==> config.mk <==
export PLATFORM = sky130hd
export DESIGN_NAME = fp_norm_exp_update
export DESIGN_NICKNAME = d
export VERILOG_FILES = /design/src/rtl/fp_pkg.sv /design/src/rtl/fp_norm_exp_update.sv
export SDC_FILE = /design/constraint.sdc
export NUM_CORES = 1
export LEC_CHECK = 0
export ABC_AREA = 0
export CAP_MARGIN = 20
export CORE_UTILIZATION = 30
export DETAILED_ROUTE_END_ITERATION = 6
export GPL_ROUTABILITY_DRIVEN = 0
export PLACE_DENSITY_LB_ADDON = 0.05
export SLEW_MARGIN = 20
export SYNTH_ARGS = -nofsm -noshare
export SYNTH_HDL_FRONTEND = slang
export SYNTH_SLANG_ARGS = --single-unit
==> constraint.sdc <==
create_clock -name clk -period 3.9 [get_ports clk]
set_input_delay 0.78 -clock clk [delete_from_list [all_inputs] [get_ports clk]]
set_output_delay 0.78 -clock clk [all_outputs]
set_load 0.01 [all_outputs]
==> src/rtl/fp_pkg.sv <==
// Shared definitions for the FP add/sub datapath stages.
package fp_pkg;

  localparam int FP_EXP_WIDTH = 8;
  localparam int FP_MAN_WIDTH = 23;

  typedef enum logic [1:0] {
    IDLE,
    NORM,
    DONE
  } norm_state_t;

  typedef struct packed {
    logic overflow;
    logic underflow;
    logic zero;
  } fp_flags_t;

endpackage

==> src/rtl/fp_norm_exp_update.sv <==
// Post-add normalization: right shift on carry-out or iterative 1-bit left
// shifts until the hidden bit is set, with exponent update and status flags.
module fp_norm_exp_update
  import fp_pkg::*;
#(
  parameter int EXP_WIDTH = FP_EXP_WIDTH,
  parameter int MAN_WIDTH = FP_MAN_WIDTH,
  localparam int SUM_W = MAN_WIDTH + 5,
  localparam int SHW = $clog2(SUM_W)
) (
  input  logic                 clk,
  input  logic                 rst,
  input  logic                 in_valid,
  output logic                 in_ready,
  input  logic                 in_sign,
  input  logic [EXP_WIDTH-1:0] in_exp,
  input  logic [SUM_W-1:0]     in_sum,
  output logic                 out_valid,
  input  logic                 out_ready,
  output logic                 out_sign,
  output logic [EXP_WIDTH-1:0] out_exp,
  output logic [MAN_WIDTH-1:0] out_man,
  output logic [2:0]           out_grs,
  output logic [SHW-1:0]       shift_spaces,
  output logic                 shift_dir,
  output logic                 overflow,
  output logic                 underflow,
  output logic                 zero
);

  norm_state_t          r_state;
  logic                 r_in_ready;
  logic                 r_sign;
  logic [EXP_WIDTH-1:0] r_exp;
  logic [SUM_W-1:0]     r_sum;
  logic [SHW-1:0]       r_cnt;

  logic                 r_out_valid;
  logic                 r_out_sign;
  logic [EXP_WIDTH-1:0] r_out_exp;
  logic [MAN_WIDTH-1:0] r_out_man;
  logic [2:0]           r_out_grs;
  logic [SHW-1:0]       r_out_cnt;
  logic                 r_out_dir;
  fp_flags_t            r_out_flags;

  logic                 w_done;
  logic [EXP_WIDTH-1:0] w_res_exp;
  logic [MAN_WIDTH-1:0] w_res_man;
  logic [2:0]           w_res_grs;
  logic [SHW-1:0]       w_res_cnt;
  logic                 w_res_dir;
  fp_flags_t            w_res_flags;
  logic [EXP_WIDTH-1:0] w_exp_inc;

  assign w_exp_inc = r_exp + EXP_WIDTH'(1);

  // One NORM step: decide whether this cycle finishes and what it produces.
  always_comb begin
    w_done      = 1'b0;
    w_res_exp   = r_exp;
    w_res_man   = r_sum[SUM_W-3:3];
    w_res_grs   = r_sum[2:0];
    w_res_cnt   = r_cnt;
    w_res_dir   = 1'b0;
    w_res_flags = '0;
    if (r_sum == '0) begin
      w_done           = 1'b1;
      w_res_exp        = '0;
      w_res_flags.zero = 1'b1;
    end else if (r_sum[SUM_W-1]) begin
      // Right shift by one folded into the slice; shifted-out bit joins sticky.
      w_done    = 1'b1;
      w_res_dir = 1'b1;
      w_res_cnt = SHW'(1);
      w_res_exp = w_exp_inc;
      if (w_exp_inc == '1) begin
        w_res_flags.overflow = 1'b1;
        w_res_man            = '0;
        w_res_grs            = '0;
      end else begin
        w_res_man = r_sum[SUM_W-2:4];
        w_res_grs = {r_sum[3], r_sum[2], r_sum[1] | r_sum[0]};
      end
    end else if (r_sum[SUM_W-2]) begin
      w_done = 1'b1;
      if (r_exp == '0) w_res_exp = EXP_WIDTH'(1);
    end else if (r_exp <= EXP_WIDTH'(1)) begin
      w_done                = 1'b1;
      w_res_exp             = '0;
      w_res_flags.underflow = 1'b1;
    end
  end

  always_ff @(posedge clk) begin
    if (rst) begin
      r_state     <= IDLE;
      r_in_ready  <= 1'b0;
      r_sign      <= 1'b0;
      r_exp       <= '0;
      r_sum       <= '0;
      r_cnt       <= '0;
      r_out_valid <= 1'b0;
      r_out_sign  <= 1'b0;
      r_out_exp   <= '0;
      r_out_man   <= '0;
      r_out_grs   <= '0;
      r_out_cnt   <= '0;
      r_out_dir   <= 1'b0;
      r_out_flags <= '0;
    end else begin
      case (r_state)
        IDLE: begin
          r_in_ready <= 1'b1;
          if (in_valid && r_in_ready) begin
            r_sign     <= in_sign;
            r_exp      <= in_exp;
            r_sum      <= in_sum;
            r_cnt      <= '0;
            r_in_ready <= 1'b0;
            r_state    <= NORM;
          end
        end
        NORM: begin
          if (w_done) begin
            r_out_valid <= 1'b1;
            r_out_sign  <= r_sign;
            r_out_exp   <= w_res_exp;
            r_out_man   <= w_res_man;
            r_out_grs   <= w_res_grs;
            r_out_cnt   <= w_res_cnt;
            r_out_dir   <= w_res_dir;
            r_out_flags <= w_res_flags;
            r_state     <= DONE;
          end else begin
            r_sum <= {r_sum[SUM_W-2:0], 1'b0};
            r_exp <= r_exp - EXP_WIDTH'(1);
            r_cnt <= r_cnt + SHW'(1);
          end
        end
        DONE: begin
          if (out_ready) begin
            r_out_valid <= 1'b0;
            r_in_ready  <= 1'b1;
            r_state     <= IDLE;
          end
        end
        default: r_state <= IDLE;
      endcase
    end
  end

  assign in_ready     = r_in_ready;
  assign out_valid    = r_out_valid;
  assign out_sign     = r_out_sign;
  assign out_exp      = r_out_exp;
  assign out_man      = r_out_man;
  assign out_grs      = r_out_grs;
  assign shift_spaces = r_out_cnt;
  assign shift_dir    = r_out_dir;
  assign overflow     = r_out_flags.overflow;
  assign underflow    = r_out_flags.underflow;
  assign zero         = r_out_flags.zero;

endmodule
Word level (Yosys, flattened, before mapping) --
Index checks and enable logic that the tools add are counted.
Word-level totals: flip-flop bits (word level) 90, input port bits 41, output and inout port bits 46, word-level logic and storage cells 85
Cells by class: $add $sub $neg 3, magnitude comparators 1, eq/ne operators 7, multiplexer cells 44, bitwise gates (word level) 1, reductions and logical operators 13
Operators by type and width (count):
- 23-bit two-way mux | 3
- 28-bit two-way mux | 2
- 8-bit two-way mux | 7
- 28-bit one-hot mux with 2 select lines | 1
- 28-bit logical NOT | 1
- 5-bit two-way mux | 4
- 8-bit one-hot mux with 2 select lines | 1
- 1-bit two-way mux | 15
- 5-bit one-hot mux with 2 select lines | 1
- 3-bit two-way mux | 3
- 3-bit AND reduction | 3
- 8-bit by 1-bit adder with 8-bit output, second input constant | 1
- 8-bit == test, second input constant | 1
- 8-bit by 1-bit less-or-equal comparator with 1-bit output, second input constant | 1
- 8-bit logical NOT | 1
- 2-bit two-way mux | 4
- 2-bit != test, second input constant | 4
- 8-bit by 1-bit subtractor with 8-bit output, second input constant | 1
- 2-bit one-hot mux with 3 select lines | 1
- 2-bit AND reduction | 3
- 2-bit nonzero test | 3
- 5-bit by 1-bit adder with 5-bit output, second input constant | 1
- 1-bit one-hot mux with 2 select lines | 2
- 2-bit by 1-bit == test with 1-bit output, second input constant | 1
- 4 further kinds | 4

Logic depth before layout (Yosys ltp) --
depth in word-level cells 7, mapped depth 10, mapped depth without buffers 7

Worst setup path after synthesis --
OpenSTA, ideal clock, no wires.
path type register -> register, start reg r_exp[0], end reg r_sum[27], setup time 0.091 ns, arrival time 2.105 ns, required time 3.809 ns, setup slack 1.704 ns, cell stages (with the launch flop) 10, path buffers 2, period minus slack after synthesis 2.196 ns, cells stage by stage dfxtp_1 > buf_2 > inv_1 > ha_1 > o21ba_2 > a311oi_2 > a21boi_4 > buf_4 > nor3_1 > a311oi_1
Between the ends: word-level cells in the longest chain between the ends 7
RTL lines:
- start: declaration | line fp_norm_exp_update.sv:34 | logic [EXP_WIDTH-1:0] r_exp;
- start signal: assignment | line fp_norm_exp_update.sv:117 | r_exp <= in_exp;
- start signal: assignment | line fp_norm_exp_update.sv:137 | r_exp <= r_exp - EXP_WIDTH'(1);
- 8-bit by 1-bit less-or-equal comparator with 1-bit output | line fp_norm_exp_update.sv:88 | end else if (r_exp <= EXP_WIDTH'(1)) begin
- 1-bit two-way mux | line fp_norm_exp_update.sv:88
- 1-bit two-way mux | line fp_norm_exp_update.sv:85 | end else if (r_sum[SUM_W-2]) begin
- 1-bit two-way mux | line fp_norm_exp_update.sv:71 | end else if (r_sum[SUM_W-1]) begin
- 1-bit two-way mux | line fp_norm_exp_update.sv:67 | if (r_sum == '0) begin
- 2-bit != test (no source line)
- 3-bit AND reduction (no source line)
- end signal: assignment | line fp_norm_exp_update.sv:118 | r_sum <= in_sum;
- end signal: assignment | line fp_norm_exp_update.sv:136 | r_sum <= {r_sum[SUM_W-2:0], 1'b0};
- end: declaration | line fp_norm_exp_update.sv:35 | logic [SUM_W-1:0] r_sum;
Every way passes these cells. A chain may end at the register's enable or synchronous reset.

Worst setup path after layout --
start reg r_exp[0], end reg r_sum[9]
Same word-level chain as after synthesis.

==> results.sh <==
export IMPL_status="completed"
export IMPL_start_util_pct=30.8
export IMPL_cts_resized=0
export IMPL_p_leak_nw=1.91
export IMPL_dieArea_um2=16100
export IMPL_cts_made_buffers=9
export IMPL_p_per_area_nw_per_um2=489
export IMPL_nets=682
export IMPL_clkSlewWorstSetupHoldPaths_ns=0.07
export IMPL_routed_wirelength_um=16100
export IMPL_mostFrequentLayoutCell="nand2_1"
export IMPL_final_antenna_net_count=0
export IMPL_routed_via_density=5.76
export IMPL_syn_area_um2=4690
export IMPL_clockRootBuffer="clkbuf_16"
export IMPL_clkLatencyLatePin_ns=0.35
export IMPL_chipHeight_um=127
export IMPL_fin_crit_ns=3.09
export IMPL_synth_top_flop_cell="dfxtp_1"
export IMPL_worst_pin_slew_ns=1.13
export IMPL_num_vias=4767
export IMPL_overflow=0
export IMPL_dp_worst_setup_slack_ns=0.841
export IMPL_post_cts_buffers=0
export IMPL_fmaxAchievable_ghz=0.324
export IMPL_grt_first_pass_wirelength_um=25200
export IMPL_io_buffers=86
export IMPL_synth_warnings=0
export IMPL_startpoint_type="register"
export IMPL_rows=45
export IMPL_mostFrequentLayoutCells="nand2_1 (97), dfxtp_1 (90), clkdlybuf4s50_1 (85)"
export IMPL_end_kind="register"
export IMPL_maxCapViolations=0
export IMPL_first_iter_violations=320
export IMPL_syn_area_per_cell_um2=8.05
export IMPL_synth_nets=629
export IMPL_cts_num_sinks=90
export IMPL_cp_arrival_ns=3.34
export IMPL_grt_start_max_net_pins=43
export IMPL_track_usage_pct=20.1
export IMPL_whs_ns=0.467
export IMPL_area_delta_synth_final_pct=27.2
export IMPL_antenna_found_initial=0
export IMPL_slew_violations=0
export IMPL_ctsHoldBuffers=0
export IMPL_cp_max_fo=21
export IMPL_setup_violations=0
export IMPL_grt_pass1_vias=4570
export IMPL_async_flop_share_pct=0
export IMPL_drive_gt1_share_pct=8.28
export IMPL_hold_path_class="register to register"
export IMPL_cts_tree="yes"
export IMPL_h_tree_depth=3
export IMPL_hold_viol=0
export IMPL_clockBufferDepth=2
export IMPL_synth_edff_count=0
export IMPL_post_drt_wl_per_cell_um=19.4
export IMPL_ir_worst_vdd_uv=233
export IMPL_rsz0062_at_grt="no"
export IMPL_drc=0
export IMPL_yosysSeqAreaShare_pct=38.4
export IMPL_core_um2=15200
export IMPL_clock_skew_ns=0.00577
export IMPL_worstPathRequired_ns=4.15
export IMPL_layout_setup_ws_ns=0.813
export IMPL_post_route_period_util_pct=79.2
export IMPL_crit_type="register to register"
export IMPL_rrSetupSlack_ns=0.81
export IMPL_antenna_cells=0
export IMPL_dieWidth_um=127
export IMPL_top_level_ports=87
export IMPL_ys_seq_elements=90
export IMPL_firstDrtPassIters=5
export IMPL_syn_instance_count=582
export IMPL_yosysUniqueCellTypes=60
export IMPL_fillers=1592
export IMPL_tns_ns=0
export IMPL_dp_hpwl_um=10400
export IMPL_relSlewSlack_pct=24.8
==> sequential cells by signal, indices dropped and copies added (netlist names) <==
name,flops
out_sign,1
out_exp,8
out_valid,1
underflow,1
zero,1
shift_dir,1
shift_spaces,5
overflow,1
in_ready,1
r_sum,28
r_cnt,5
r_state,2
r_sign,1
out_man,23
r_exp,8
out_grs,3
==> worst paths after layout <==
kind	start	end	depth (start not counted)
worst min-delay path	r_sign$_SDFFE_PP0P_	r_sign$_SDFFE_PP0P_	2
worst max register to register	r_exp[0]$_SDFFE_PP0P_	r_sum[9]$_SDFFE_PP0P_	8
worst max-delay path	r_exp[0]$_SDFFE_PP0P_	r_sum[9]$_SDFFE_PP0P_	8
worst min register to register	r_sign$_SDFFE_PP0P_	r_sign$_SDFFE_PP0P_	2
==> critical path, stage by stage, from the launching register on <==
cell and delay (ns):
dfxtp_1 0.56, inv_1 0.19, ha_1 0.30, o21ba_2 0.25
a311oi_2 0.39, a21boi_4 0.66, buf_4 0.32, nor3_1 0.07
a311oi_1 0.26
==> cell usage after synthesis, types with 3 or more instances <==
library cell	instances	area share, %
buf_4	8	1.3
nand3_1	12	1.3
nor3_1	36	3.8
a311oi_1	53	9.9
or2_2	3	0.40
nand3b_1	3	0.48
nand4_1	16	2.1
nor2_1	14	1.1
dfxtp_1	90	38
nand2_1	97	7.8
nor4_1	9	1.2
xnor2_1	4	0.75
xor2_1	3	0.56
or3_1	6	0.80
ha_1	6	1.6
clkbuf_1	38	3.0
a21oi_1	62	6.6
buf_2	13	1.4
o211ai_1	29	4.6
inv_1	5	0.40
nand2b_1	4	0.53
o21ai_0	24	2.6
==> metal layers <==
layer  wire (µm)  GRT usage (%)
met3         742           3.48
met2        7360           31.3
met5           0              0
met4         260           6.93
met1        7720           27.8
==> cells by family after synthesis <==
kind of cell / after synthesis / synth area share (%)
flops: 90 / 38.4
xor+xnor: 7 / 1.31
simple gates: 220 / 23.1
compound gates: 193 / 29.3
buf+inv: 66 / 6.30
fa+ha+maj: 6 / 1.60
==> where the power goes <==
group	switching, mW	internal (mW)
clock	0.377	0.515
combinational	0.527	0.339
sequential	0.138	1.02
total	1.04	1.87
==> per-stage QoR <==
stage	utilization (%)	area, µm²	cells	total power [mW]
2_1_floorplan	-	4690	582	1.69
3_3_place_gp	37.2	5660	812	2.03
3_5_place_dp	37.2	5660	812	2.04
4_1_cts	39.2	5960	828	2.94
5_1_grt	39.2	5960	828	3.06
6_report	39.2	5960	828	2.92
==> layout make-up <==
cell class | count | area, µm² | area share, %
clock buffer | 12 | 246 | 4.14
clock inverter | 4 | 51.3 | 0.861
tap | 188 | 235 | 3.95
multi-input combinational | 426 | 2620 | 44.0
sequential | 90 | 1800 | 30.2
timing repair buffer | 103 | 983 | 16.5
inverter | 5 | 18.8 | 0.315
No activity file was read; power rests on OpenSTA's default activity.
